<file path="config.mk">
export PLATFORM = sky130hd
export DESIGN_NAME = huffman_decoder
export DESIGN_NICKNAME = d
export VERILOG_FILES = /design/src/rtl/huffman_pkg.sv /design/src/rtl/huffman_decoder_code_len.sv /design/src/rtl/huffman_decoder.sv
export SDC_FILE = /design/constraint.sdc
export NUM_CORES = 1
export LEC_CHECK = 0
export CAP_MARGIN = 25
export CORE_ASPECT_RATIO = 1.5
export CORE_UTILIZATION = 32
export CTS_CLUSTER_SIZE = 16
export DETAILED_ROUTE_END_ITERATION = 6
export GPL_TIMING_DRIVEN = 0
export PLACE_DENSITY = 0.48
export RECOVER_POWER = 25
export SYNTH_ARGS = -nofsm -noshare
export SYNTH_HDL_FRONTEND = slang
export SYNTH_SLANG_ARGS = --single-unit
</file>
<file path="constraint.sdc">
create_clock -name clk -period 6.32 [get_ports clk]
set_clock_uncertainty 0.1 [all_clocks]
set_input_delay 0.632 -clock clk [delete_from_list [all_inputs] [get_ports clk]]
set_output_delay 0.632 -clock clk [all_outputs]
set_load 0.005 [all_outputs]
</file>
<file path="src/rtl/huffman_pkg.sv">
// Shared constants and FSM state encoding for the Huffman decoder and encoder.
package huffman_pkg;

   localparam int NUM_SYM = 6;
   localparam int CODE_W  = 8;
   localparam int LEN_W   = $clog2(CODE_W + 1);

   typedef enum logic [1:0] {
      IDLE = 2'd0,
      LOAD = 2'd1,
      RUN  = 2'd2
   } state_t;

endpackage

</file>
<file path="src/rtl/huffman_decoder_code_len.sv">
// Per-symbol mask analysis: code length (popcount) and legality of the mask shape.
module huff_code_len #(
   parameter int CODE_W = huffman_pkg::CODE_W,
   parameter int LEN_W  = huffman_pkg::LEN_W
) (
   input  logic [CODE_W-1:0] mask_i,
   output logic [LEN_W-1:0]  len_o,
   output logic              legal_o
);
   import huffman_pkg::*;

   logic [CODE_W:0] mask_p1;

   always_comb begin
      len_o = '0;
      for (int i = 0; i < CODE_W; i++) begin
         len_o = len_o + LEN_W'(mask_i[i]);
      end
   end

   // A right-aligned run of ones plus one carries out of the run, leaving no overlap.
   assign mask_p1 = {1'b0, mask_i} + {{CODE_W{1'b0}}, 1'b1};
   assign legal_o = (mask_i != '0) && ((mask_i & mask_p1[CODE_W-1:0]) == '0);

endmodule

</file>
<file path="src/rtl/huffman_decoder.sv">
// Serial Huffman decoder: loads a codeword/mask table, then matches bits MSB-first.
//  state | meaning
//  IDLE  | no table loaded since reset
//  LOAD  | table registered, lengths and legality being captured
//  RUN   | decoding accepted bits (stalled when the table is illegal)
module huffman_decoder #(
   parameter int NUM_SYM = huffman_pkg::NUM_SYM,
   parameter int CODE_W  = huffman_pkg::CODE_W
) (
   input  logic              clk,
   input  logic              reset,
   input  logic              code_valid,
   input  logic [CODE_W-1:0] HC1,
   input  logic [CODE_W-1:0] HC2,
   input  logic [CODE_W-1:0] HC3,
   input  logic [CODE_W-1:0] HC4,
   input  logic [CODE_W-1:0] HC5,
   input  logic [CODE_W-1:0] HC6,
   input  logic [CODE_W-1:0] M1,
   input  logic [CODE_W-1:0] M2,
   input  logic [CODE_W-1:0] M3,
   input  logic [CODE_W-1:0] M4,
   input  logic [CODE_W-1:0] M5,
   input  logic [CODE_W-1:0] M6,
   input  logic              bit_valid,
   input  logic              bit_in,
   output logic              bit_ready,
   output logic              sym_valid,
   output logic [2:0]        sym,
   output logic              err,
   output logic              table_err,
   output logic [7:0]        sym_count
);
   import huffman_pkg::*;

   localparam int LW = $clog2(CODE_W + 1);
   localparam int NP = 6;

   logic [CODE_W-1:0] hc_in [NP];
   logic [CODE_W-1:0] m_in  [NP];

   state_t            state_q, state_d;
   logic [CODE_W-1:0] hc_q [NUM_SYM];
   logic [CODE_W-1:0] hc_d [NUM_SYM];
   logic [CODE_W-1:0] m_q  [NUM_SYM];
   logic [CODE_W-1:0] m_d  [NUM_SYM];
   logic [LW-1:0]     len_q [NUM_SYM];
   logic [LW-1:0]     len_d [NUM_SYM];
   logic [LW-1:0]     len_w [NUM_SYM];
   logic [NUM_SYM-1:0] legal_w;
   logic [NUM_SYM-1:0] hit;
   logic [CODE_W-1:0] acc_q, acc_d, acc_next;
   logic [LW-1:0]     cnt_q, cnt_d, cnt_p1;
   logic              terr_q, terr_d;
   logic              sym_valid_q, sym_valid_d;
   logic              err_q, err_d;
   logic [2:0]        sym_q, sym_d;
   logic [7:0]        count_q, count_d;
   logic              xfer, hit_any;
   int                hit_idx;

   assign hc_in = '{HC1, HC2, HC3, HC4, HC5, HC6};
   assign m_in  = '{M1, M2, M3, M4, M5, M6};

   for (genvar k = 0; k < NUM_SYM; k++) begin : g_len
      huff_code_len #(.CODE_W(CODE_W), .LEN_W(LW)) u_len (
         .mask_i  (m_q[k]),
         .len_o   (len_w[k]),
         .legal_o (legal_w[k])
      );
   end

   assign bit_ready = (state_q == RUN) && !terr_q;
   assign xfer      = bit_valid && bit_ready && !code_valid;
   assign acc_next  = {acc_q[CODE_W-2:0], bit_in};
   assign cnt_p1    = cnt_q + LW'(1);

   always_comb begin
      hit     = '0;
      hit_any = 1'b0;
      hit_idx = 0;
      for (int k = 0; k < NUM_SYM; k++) begin
         hit[k] = (cnt_p1 == len_q[k]) && ((acc_next & m_q[k]) == hc_q[k]);
      end
      // Scan downwards so the lowest matching index is the one left standing.
      for (int k = NUM_SYM - 1; k >= 0; k--) begin
         if (hit[k]) begin
            hit_any = 1'b1;
            hit_idx = k;
         end
      end
   end

   always_comb begin
      state_d     = state_q;
      hc_d        = hc_q;
      m_d         = m_q;
      len_d       = len_q;
      acc_d       = acc_q;
      cnt_d       = cnt_q;
      terr_d      = terr_q;
      sym_valid_d = 1'b0;
      err_d       = 1'b0;
      sym_d       = sym_q;
      count_d     = count_q;
      case (state_q)
         IDLE: ;
         LOAD: begin
            state_d = RUN;
            len_d   = len_w;
            terr_d  = ~&legal_w;
         end
         RUN: begin
            if (xfer) begin
               if (hit_any) begin
                  sym_valid_d = 1'b1;
                  sym_d       = 3'(hit_idx + 1);
                  count_d     = count_q + 8'd1;
                  acc_d       = '0;
                  cnt_d       = '0;
               end else if (cnt_p1 == LW'(CODE_W)) begin
                  err_d = 1'b1;
                  acc_d = '0;
                  cnt_d = '0;
               end else begin
                  acc_d = acc_next;
                  cnt_d = cnt_p1;
               end
            end
         end
         default: state_d = IDLE;
      endcase
      if (code_valid) begin
         state_d = LOAD;
         for (int k = 0; k < NUM_SYM; k++) begin
            if (k < NP) begin
               hc_d[k] = hc_in[k];
               m_d[k]  = m_in[k];
            end else begin
               hc_d[k] = '0;
               m_d[k]  = '0;
            end
         end
         terr_d  = 1'b0;
         acc_d   = '0;
         cnt_d   = '0;
         count_d = '0;
      end
   end

   always_ff @(posedge clk or posedge reset) begin
      if (reset) state_q <= IDLE;
      else       state_q <= state_d;
   end

   always_ff @(posedge clk or posedge reset) begin
      if (reset) begin
         for (int k = 0; k < NUM_SYM; k++) begin
            hc_q[k]  <= '0;
            m_q[k]   <= '0;
            len_q[k] <= '0;
         end
         acc_q       <= '0;
         cnt_q       <= '0;
         terr_q      <= 1'b0;
         sym_valid_q <= 1'b0;
         err_q       <= 1'b0;
         sym_q       <= '0;
         count_q     <= '0;
      end else begin
         hc_q        <= hc_d;
         m_q         <= m_d;
         len_q       <= len_d;
         acc_q       <= acc_d;
         cnt_q       <= cnt_d;
         terr_q      <= terr_d;
         sym_valid_q <= sym_valid_d;
         err_q       <= err_d;
         sym_q       <= sym_d;
         count_q     <= count_d;
      end
   end

   assign sym_valid = sym_valid_q;
   assign err       = err_q;
   assign sym       = sym_q;
   assign table_err = terr_q;
   assign sym_count = count_q;

endmodule

</file>
==> results of run 1 <==
-- final cells by class --
type,instances,area [µm²],area share
Clock inverter,10,153.9,0.01462
Inverter,80,301.5,0.02864
Buffer,34,143.9,0.01366
Sequential cell,147,3679,0.3493
Timing Repair Buffer,116,1180,0.1120
Multi-Input combinational cell,547,4188,0.3977
Tap cell,328,410.4,0.03897
Clock buffer,22,474.2,0.04503
-- worst min path at each step --
stage,from,endpoint,slack (ns),cells past startpoint
after floorplan,len_q[0],len_q[0],0.37,2
after global placement,len_q[5],len_q[5],0.38,2
after detailed placement,len_q[17],len_q[17],0.39,2
after CTS,len_q[13],len_q[13],0.40,2
after global routing,len_q[11],len_q[11],0.42,2
final,len_q[17],len_q[17],0.40,2
-- stage by stage --
step | worst slack (ns) | power [mW] | utilization | cells | hold slack, ns
after CTS | 2.763 | 2.904 | 0.4157 | 1283 | 0.4036
final | 2.763 | 2.865 | 0.4159 | 1284 | 0.3983
after global routing | 2.583 | 3.036 | 0.4159 | 1284 | 0.4247
after detailed placement | 2.582 | 1.792 | 0.3909 | 1251 | 0.3896
after floorplan | 1.637 | 1.557 | - | 808 | 0.3652
after global placement | -0.9797 | 1.777 | 0.3895 | 1250 | 0.3818
-- critical path, delay by kind of cell (launching register included) --
kind	cells	cell delay [ns]
AO/OA/AOI/OAI	1	0.21
XOR/XNOR	2	0.32
adder cells (fa/ha/maj)	2	0.50
buffers and inverters	1	0.51
flip-flops	1	0.41
multiplexers	1	0.28
AND/OR/NAND/NOR	4	1.11
-- layer usage --
metal,global-route usage,up-vias,share of wire
met5,0,-,0
met1,0.2320,3087,0.39
met3,0.03856,34,0.042
met2,0.3773,135,0.54
met4,0.08712,0,0.030
li1,-,2971,-
-- layout by cell type (no fill, tap or decap), types with 3 or more instances in the layout --
cell type | netlist | final
and3b_1 | 4 | 4
inv_1 | 80 | 79
nor2b_1 | 4 | 4
a2111oi_0 | 3 | 3
nand4_1 | 10 | 10
a21o_1 | 5 | 5
dfrtp_1 | 147 | 147
fa_1 | 24 | 24
a21oi_1 | 24 | 24
nand3b_1 | 3 | 3
a21boi_0 | 6 | 6
xor2_1 | 46 | 46
nor2_1 | 18 | 18
clkbuf_8 | 0 | 3
nor4_1 | 7 | 7
bufinv_16 | 0 | 4
xnor2_1 | 20 | 20
nand2_1 | 127 | 127
ha_1 | 33 | 33
clkbuf_1 | 30 | 32
o21ai_0 | 65 | 65
nor3_1 | 7 | 7
a22o_1 | 8 | 8
clkbuf_16 | 0 | 17
and3_1 | 9 | 9
o22ai_1 | 5 | 5
buf_6 | 2 | 3
a211oi_1 | 4 | 4
clkdlybuf4s50_1 | 0 | 112
nand3_1 | 17 | 17
clkinv_2 | 0 | 5
mux2_2 | 62 | 62
-- sequential cells by signal, summed over array words and instances, names as in the netlist --
name	flops
hc_q	48
sym_count	8
sym	3
sym_valid	1
state_q	2
m_q	48
cnt_q	4
acc_q	7
len_q	24
table_err	1
err	1
-- logic make-up after synthesis --
kind of cell	count (synthesis)
flip-flops	147
AND/OR/NAND/NOR	222
adder cells (fa/ha/maj)	57
buffers and inverters	114
multiplexers	64
AO/OA/AOI/OAI	136
XOR/XNOR	68
-- power by group through the flow --
stage	clock network, mW	registers, mW	logic, mW
2_1_floorplan	0	1.15	0.409
3_5_place_dp	0	1.18	0.611
6_report	1.10	1.16	0.604
5_1_grt	1.16	1.18	0.698
3_3_place_gp	0	1.18	0.599
4_1_cts	1.12	1.16	0.615
==> metrics, run 1 <==
status complete, but fails checks; failing checks max-capacitance violations, max-slew violations; Synth area leader dfrtp_1; compound-cell area share of the yosys netlist 0.1031; Internal Power slightly above 2 mW; Synthesis Warnings 0; Max Slew Vio Count 31; Static Leak 4.578 nW; Clock Tree Root clkbuf_16; DRC 0; Mapped Area around 8300 µm²; TritonCTS Buffers 17; DRT iter0 DRCs between 200 and 300; critical path capture point type flop; port bufs around 110; Chip Width 133.6 µm; IO Count around 120; Async SR Flop Fraction 1.000; Reg2Reg Capture Point sym[2]; largest net degree at the start of global routing 118; cts repair resizes 0; Post-synth EDFFs 0; Post-synth top flop dfrtp_1; Die Span Y 199.4 µm; crit path to sym[2]; Routed WL approximately 26000 µm; Req. time, crit path around 6.5 ns; Sw Ratio 0.2884; Layout fillers 2587; Vias 6227; adder-cell area share of the yosys netlist 0.1075; FP Rows 71; flop2flop setup slack 2.76 ns; Post-Synthesis Cells 808; Max Cap Violations 1; Critical Path Max Stage Delay 0.66 ns; initial core utilization 0.3282; VDD IR-drop max 0.2289 mV; Synth cell types 57; final setup vio count 0; GRT overflow 0; crit path cell chain ha_1, clkbuf_1, xor2_1, nor2_1, nand4_1, nor4_1, o21bai_1, nor2b_1, ha_1, xor2_1, mux2_2; mux cell area share after synthesis 0.08702; Seq/Total Area, Yosys 0.4426; setup bufs post-CTS 0; GP Congestion 0.8518; max frequency 281.2 MHz; RSZ-0062 raised after global routing no; Synth Net Count 966; Fin. Hold Viols 0; Core ar. 25320 µm²; Final Instance Area 10530 µm²; Sw Pwr slightly above 0.8 mW; hold_buf cts 0; simple-gate portion of the synthesized area 0.1301; CTS tree done; cell with the most instances after synthesis dfrtp_1; share of cells above drive strength 1 0.1234; clk slew on worst S/H paths 0.06 ns; Critical Path Fanout Max 7; Synth Register Bits between 100 and 150; setup tns final 0 ns; hold crit path type flop to flop; Clock Latency Late Sink 0.44 ns; Cell Pwr Density around 270 nW/µm²; Max transition margin -0.01518; H-Tree Depth 4; Num Clock Sinks 147; ANT nets after route 0; Clock Power Share 0.383; die area 26630 µm²; largest family of logic cells by synthesized area simple AND/OR/NAND/NOR gates; period utilisation layout 0.5628; Post-Synth XOR/XNOR Area 0.07618; hpwl dp 19130 µm; vias in the first global route 6573; Max Buffers Root-to-Sink 2; Ant. Diodes 0; Final nets around 1100; DRT Pass-1 Iters 4; initial antenna violation count 0; Worst-Margin Slew approximately 1.5 ns; Seq pwr share 0.406; FF-to-FF Start cnt_q[1]; ranking of synthesized cells by area dfrtp_1, mux2_2, fa_1, nand2_1, ha_1; first-pass GRT wire length 39070 µm; area added between synthesis and finish 26.71%; R2R cell count 11; global-route usage over all layers 0.2059; Worst setup SP type flop; Post-DP Area 9897 µm²; Post-Syn Area per Cell ~10 µm²; Setup CP Type flop to flop; Via density 4.850; Avg WL per Cell 19.88 µm; Worst Setup SP cnt_q[1]; cell at the slowest stage of the critical path nor4_1; Yosys top cell area share 0.4426; crit path DAT around 3.8 ns; Synth top cells by count dfrtp_1, nand2_1, inv_1; Comb power frac 0.211; minimum clock period 3.557 ns
No activity file was read; power rests on OpenSTA's default activity.
==> run 2: changes to the inputs <==
==> constraint.sdc (replaced) <==
create_clock -name clk -period 3.57 [get_ports clk]
set_clock_uncertainty 0.1 [all_clocks]
set_input_delay 0.357 -clock clk [delete_from_list [all_inputs] [get_ports clk]]
set_output_delay 0.357 -clock clk [all_outputs]
set_load 0.005 [all_outputs]
==> run 2 against run 1 <==
  * The run still ends with max-capacitance violations, max-slew violations left
  * Critical path depth unchanged
  * Register-to-register slack got worse by 2.5 ns
  * Largest power group unchanged
  * Die area unchanged
  * Largest cell class unchanged
==> metrics, run 2 (same netlist as run 1, synthesis figures left out) <==
global-route usage over all layers 0.2020 (-0.003914); Fin. Hold Viols 0 (unchanged); hold_buf cts 0 (unchanged); Die Span Y 199.4 µm (unchanged); GRT overflow 0 (unchanged); Cell Pwr Density 473.7 nW/µm² (+74%); IO Count 116 (unchanged); Clock Tree Root clkbuf_16; R2R cell count 11 (unchanged); Via density 4.851 (about the same); hold path endpoint m_q[17]; cts repair resizes 1 (+1); Hold Crit Start M4[1]; Final nets 1099 (-0.18%); share of cells above drive strength 1 0.1249 (+0.001438); Ant. Diodes 0 (unchanged); Clock Latency Late Sink 0.44 ns (about the same); failing checks max-capacitance violations, max-slew violations; crit path DAT 3.56 ns (-0.22 ns); VDD IR-drop max 0.3578 mV (+56%); Critical Path Max Stage Delay 0.52 ns (-0.14 ns); Num Clock Sinks 147 (unchanged); die area 26630 µm² (unchanged); most common cell after layout, fill and taps aside dfrtp_1; DRT iter0 DRCs 225 (-15%); RSZ-0062 raised after global routing no; hold crit path type primary input to flop; area added between synthesis and finish 26.41%; crit path cell chain clkbuf_1, a21boi_0, nor4_1, nand4_1, nor3_1, a21oi_1, o21bai_1, nor2b_1, ha_1, xor2_1, mux2_2; Worst-Margin Slew 1.856 ns (+0.3415 ns); DRC 0 (unchanged); first-pass GRT wire length 38320 µm (-1.9%); GP Congestion 0.8775 (+3.0%); final hold slack 0.3793 ns (-0.01896 ns); hpwl dp 19480 µm (+1.8%); WHS Path Cells 3 (+1); status complete, but fails checks; final setup vio count 0 (unchanged); Max Buffers Root-to-Sink 2 (unchanged); Vias 6214 (-0.21%); flop2flop setup slack 0.24 ns (-2.53 ns); port bufs 114 (unchanged); Req. time, crit path 3.80 ns (-2.74 ns); Critical Path Fanout Max 9 (+2); Avg WL per Cell 19.88 µm (about the same); critical path capture point type flop; setup bufs post-CTS 0 (unchanged); Worst setup SP type flop; Setup CP Type flop to flop; clk slew on worst S/H paths 0.07 ns (about the same); Max Cap Violations 2 (+1); DRT Pass-1 Iters 4 (unchanged); FP Rows 71 (unchanged); largest net degree at the start of global routing 39 (-67%); Max Slew Vio Count 58 (+87%); Layout fillers 2568 (-0.73%); initial antenna violation count 0 (unchanged); Static Leak 4.547 nW (-0.68%); ANT nets after route 0 (unchanged); biggest regs hc_q: 48 flops, m_q: 48 flops, len_q: 24 flops; FF-to-FF Start acc_q[1]; commonest cells after routing, fill and taps aside dfrtp_1, nand2_1, clkdlybuf4s50_1; Reg2Reg Capture Point sym[2]; CTS tree done; initial core utilization 0.3282 (unchanged); Routed WL 25460 µm (-0.25%); pre-CTS WS 0.002366 ns (-2.580 ns); max frequency 300.1 MHz (+6.7%); cell at the slowest stage of the critical path clkbuf_1; vias in the first global route 6409 (-2.5%); Chip Width 133.6 µm (unchanged); Core ar. 25320 µm² (unchanged); minimum clock period 3.332 ns (-0.2247 ns); H-Tree Depth 4 (unchanged); period utilisation layout 0.9333 (+0.3706); TritonCTS Buffers 17 (unchanged); Max transition margin -0.2373 (-0.2221); Worst Setup Slack, final 0.2380 ns (-2.525 ns)
[run 2: report_power, final]
group	internal, mW	leakage [nW]	switching, mW
clock	1.12	0.285	0.735
sequential	1.87	1.82	0.184
combinational	0.515	2.45	0.550
[run 2: area by class of cell]
class                           count  area [µm²]  share of cell area
Tap cell                          328       410.4             0.03907
Sequential cell                   147        3679              0.3502
Timing Repair Buffer              118        1189              0.1131
Multi-Input combinational cell    547        4199              0.3997
Inverter                           80       301.5             0.02870
Clock buffer                       24       501.7             0.04776
Clock inverter                      7       96.34            0.009171
Buffer                             30       128.9             0.01227
[run 2: how the worst max path moves through the flow]
stage	from	end	slack, ns
5_1_grt	acc_q[1]	sym[0]	0.003
4_1_cts	cnt_q[1]	sym[2]	0.04
6_report	acc_q[1]	sym[2]	0.24
3_3_place_gp	reset	hc_q[35]	-0.30
3_5_place_dp	cnt_q[1]	sym[2]	0.002
2_1_floorplan	m_q[9]	len_q[5]	0.54
[run 2: metal layers]
| metal | share of wire | vias up | GRT usage |
|---|---|---|---|
| li1 | - | 2963 | - |
| met5 | 0 | - | 0 |
| met1 | 0.39 | 3064 | 0.2295 |
| met2 | 0.54 | 145 | 0.3735 |
| met3 | 0.040 | 42 | 0.03171 |
| met4 | 0.030 | 0 | 0.08333 |
[run 2: through the flow]
step / TNS (ns) / power [mW] / instance area [µm²] / util / std cells
floorplan: 0 / 2.757 / 8314 / - / 808
global placement: -40.46 / 3.145 / 9866 / 0.3897 / 1250
detailed placement: 0 / 3.172 / 9946 / 0.3928 / 1254
CTS: 0 / 5.038 / 10550 / 0.4167 / 1285
global route: 0 / 5.250 / 10510 / 0.4149 / 1281
finish: 0 / 4.976 / 10510 / 0.4149 / 1281
[run 2: critical path, delay by kind of cell, from the launching register on]
family                   cells  cell delay, ns
AND/OR/NAND/NOR              4            1.28
buffers and inverters        1            0.52
AO/OA/AOI/OAI                3            0.49
flip-flops                   1            0.32
multiplexers                 1            0.28
adder cells (fa/ha/maj)      1            0.17
XOR/XNOR                     1            0.07
==> run 3: changes to the inputs <==
--- a/config.mk
+++ b/config.mk
@@ -7,6 +7,7 @@
 export LEC_CHECK = 0
 export CAP_MARGIN = 25
 export CORE_ASPECT_RATIO = 1.5
+export CORE_MARGIN = 2
 export CORE_UTILIZATION = 32
 export CTS_CLUSTER_SIZE = 16
 export DETAILED_ROUTE_END_ITERATION = 6
==> constraint.sdc (replaced) <==
create_clock -name clk -period 4.1 [get_ports clk]
set_clock_uncertainty 0.1 [all_clocks]
set_input_delay 1.23 -clock clk [delete_from_list [all_inputs] [get_ports clk]]
set_output_delay 1.23 -clock clk [all_outputs]
set_load 0.005 [all_outputs]
==> run 3 against run 2 <==
  * First-iteration DRC count up 12%
  * Worst setup slack got worse by 0.10 ns
  * Highest routed layer unchanged
  * Global-route usage down 0.40 points
  * The flow still finishes with violations (max-capacitance violations, max-slew violations)
  * Worst hold slack improved by 0.019 ns
  * Largest power group unchanged
  * Utilization fell by 0.42 points
  * Die area increased by 2.5%
==> metrics, run 3 (same netlist as run 1, synthesis figures left out) <==
Fin. Hold Viols 0 (unchanged); critical path capture point type flop; R2R cell count 11 (unchanged); pre-CTS WS -0.2644 ns (-0.2668 ns); clk slew on worst S/H paths 0.06 ns (about the same); period utilisation layout 0.9668; Max transition margin -0.002698 (+0.2346); H-Tree Depth 4 (unchanged); GP Congestion 0.8547 (-2.6%); max frequency roughly 250 MHz; Die Span Y 201.4 µm (+1.0%); crit-path most repeated cell xor2_1; Ant. Diodes 0 (unchanged); Clock Tree Root clkbuf_16; vias in the first global route 6608 (+3.1%); hpwl dp 19550 µm (+0.39%); global-route usage over all layers 0.1980 (-0.004013); hold_buf cts 0 (unchanged); hold crit path type flop to flop; Chip Width 135.6 µm (+1.5%); most common cell after layout, fill and taps aside dfrtp_1; Avg WL per Cell 19.93 µm (+0.25%); VDD IR-drop max 0.2989 mV (-16%); commonest cells after routing, fill and taps aside dfrtp_1, nand2_1, clkdlybuf4s50_1; DRC 0 (unchanged); minimum clock period 3.964 ns; Setup CP Type primary input to flop; crit path DAT 4.18 ns (+0.62 ns); Worst-Margin Slew 1.502 ns (-0.3543 ns); Layout fillers 2593 (+0.97%); Req. time, crit path 4.32 ns (+0.52 ns); first-pass GRT wire length 39150 µm (+2.2%); DRT Pass-1 Iters 5 (+1); Clock Latency Late Sink 0.43 ns (about the same); hold path endpoint len_q[8]; CP top delay family simple AND/OR/NAND/NOR gates; die area 27300 µm² (+2.5%); DRT iter0 DRCs 251 (+12%); RSZ-0062 raised after global routing no; Max Slew Vio Count 31 (-47%); crit path cell chain clkbuf_1, nand2_1, xor2_1, nand3_1, nor4_1, o21bai_1, nor2b_1, ha_1, xor2_1, mux2_2; share of cells above drive strength 1 0.1233 (-0.001567); status complete, but fails checks; port bufs 114 (unchanged); Core ar. 25670 µm² (+1.4%); Vias 6216 (+0.032%); CTS tree done; Worst Setup Slack, final 0.1361 ns (-0.1019 ns); initial antenna violation count 0 (unchanged); FF-to-FF Start cnt_q[1]; Max Buffers Root-to-Sink 2 (unchanged); initial core utilization 0.3237 (-0.004559); WHS Path Cells 2 (-1); ANT nets after route 0 (unchanged); largest net degree at the start of global routing 36 (-7.7%); Critical Path Fanout Max 10 (+1); IO Count 116 (unchanged); cts repair resizes 0 (-1); biggest regs hc_q: 48 flops, m_q: 48 flops, len_q: 24 flops; GRT overflow 0 (unchanged); Via density 4.819 (-0.67%); Max Cap Violations 1 (-1); failing checks max-capacitance violations, max-slew violations; area added between synthesis and finish 26.89%; Cell Pwr Density 413.9 nW/µm² (-13%); Worst setup SP type primary input; Core Util, Final 0.4107 (-0.004204); WP buf/inv 1 (unchanged); Critical Path Max Stage Delay 0.65 ns (+0.13 ns); Static Leak 4.592 nW (+1.0%); setup bufs post-CTS 0 (unchanged); Num Clock Sinks 147 (unchanged); cell at the slowest stage of the critical path nor4_1; final setup vio count 0 (unchanged); Reg2Reg Capture Point sym[2]; Hold Crit Start len_q[8]; flop2flop setup slack 0.50 ns (+0.26 ns); Routed WL 25700 µm (+0.96%); FP Rows 72 (+1.4%); TritonCTS Buffers 17 (unchanged); Final nets 1103 (+0.36%)
[run 3: cell count changes in the layout (fill, tap and decap cells not counted), sizes merged]
cell,change
dlymetal6s2s,+1
dlymetal6s4s,+1
clkinv,+3
clkinvlp,-2
bufinv,+1
[run 3: metal layers]
layer | vias up | global-route usage | wire length (µm)
met4 | 0 | 0.07738 | 762
met5 | - | 0 | 0
met2 | 148 | 0.3604 | 13800
met1 | 3057 | 0.2287 | 10210
li1 | 2978 | - | -
met3 | 33 | 0.03175 | 933
[run 3: area by class of cell]
cell class / instances / area, µm² / share of cell area
multi-input cells: 547 / 4188 / 0.3971
inverters: 80 / 301.5 / 0.02860
flip-flops and latches: 147 / 3679 / 0.3488
clock inverters: 9 / 126.4 / 0.01198
repair buffers: 118 / 1206 / 0.1144
plain buffers: 34 / 143.9 / 0.01365
well taps: 333 / 416.7 / 0.03951
clock buffers: 22 / 484.2 / 0.04592
[run 3: worst reg2reg max path: stages, from the launching register on]
cell,delay [ns]
dfrtp_1,0.41
ha_1,0.28
clkbuf_1,0.49
xor2_1,0.15
nor2_1,0.18
nand4_1,0.11
nor4_1,0.71
o21bai_1,0.22
nor2b_1,0.18
ha_1,0.23
xor2_1,0.16
mux2_2,0.28
[run 3: power by group]
part           total (mW)  internal (mW)  switching [mW]
clock network        1.64           1.02           0.627
registers            1.79           1.63           0.163
logic               0.926          0.449           0.477
total                4.36           3.10            1.27
[run 3: worst max-delay path by stage]
stage                     slack (ns)        to  depth (start not counted)    from
after CTS                       0.19    sym[2]                         10  bit_in
after global placement         -0.65  hc_q[44]                          2   reset
after floorplan                 0.82  cnt_q[0]                         11  bit_in
after global routing            0.11    sym[2]                         10  bit_in
after detailed placement       -0.26    sym[2]                         10  bit_in
final                           0.14    sym[2]                         10  bit_in
[run 3: per-stage QoR]
| step | hold slack [ns] | std cells | total power [mW] | TNS, ns | instance area, µm² |
|---|---|---|---|---|---|
| floorplan | 0.3652 | 808 | 2.401 | 0 | 8314 |
| global placement | 0.3817 | 1255 | 2.735 | -95.01 | 9872 |
| detailed placement | 0.3859 | 1259 | 2.760 | -2.332 | 9952 |
| CTS | 0.4003 | 1290 | 4.413 | 0 | 10560 |
| global route | 0.4197 | 1290 | 4.617 | 0 | 10550 |
| finish | 0.3983 | 1290 | 4.364 | 0 | 10550 |
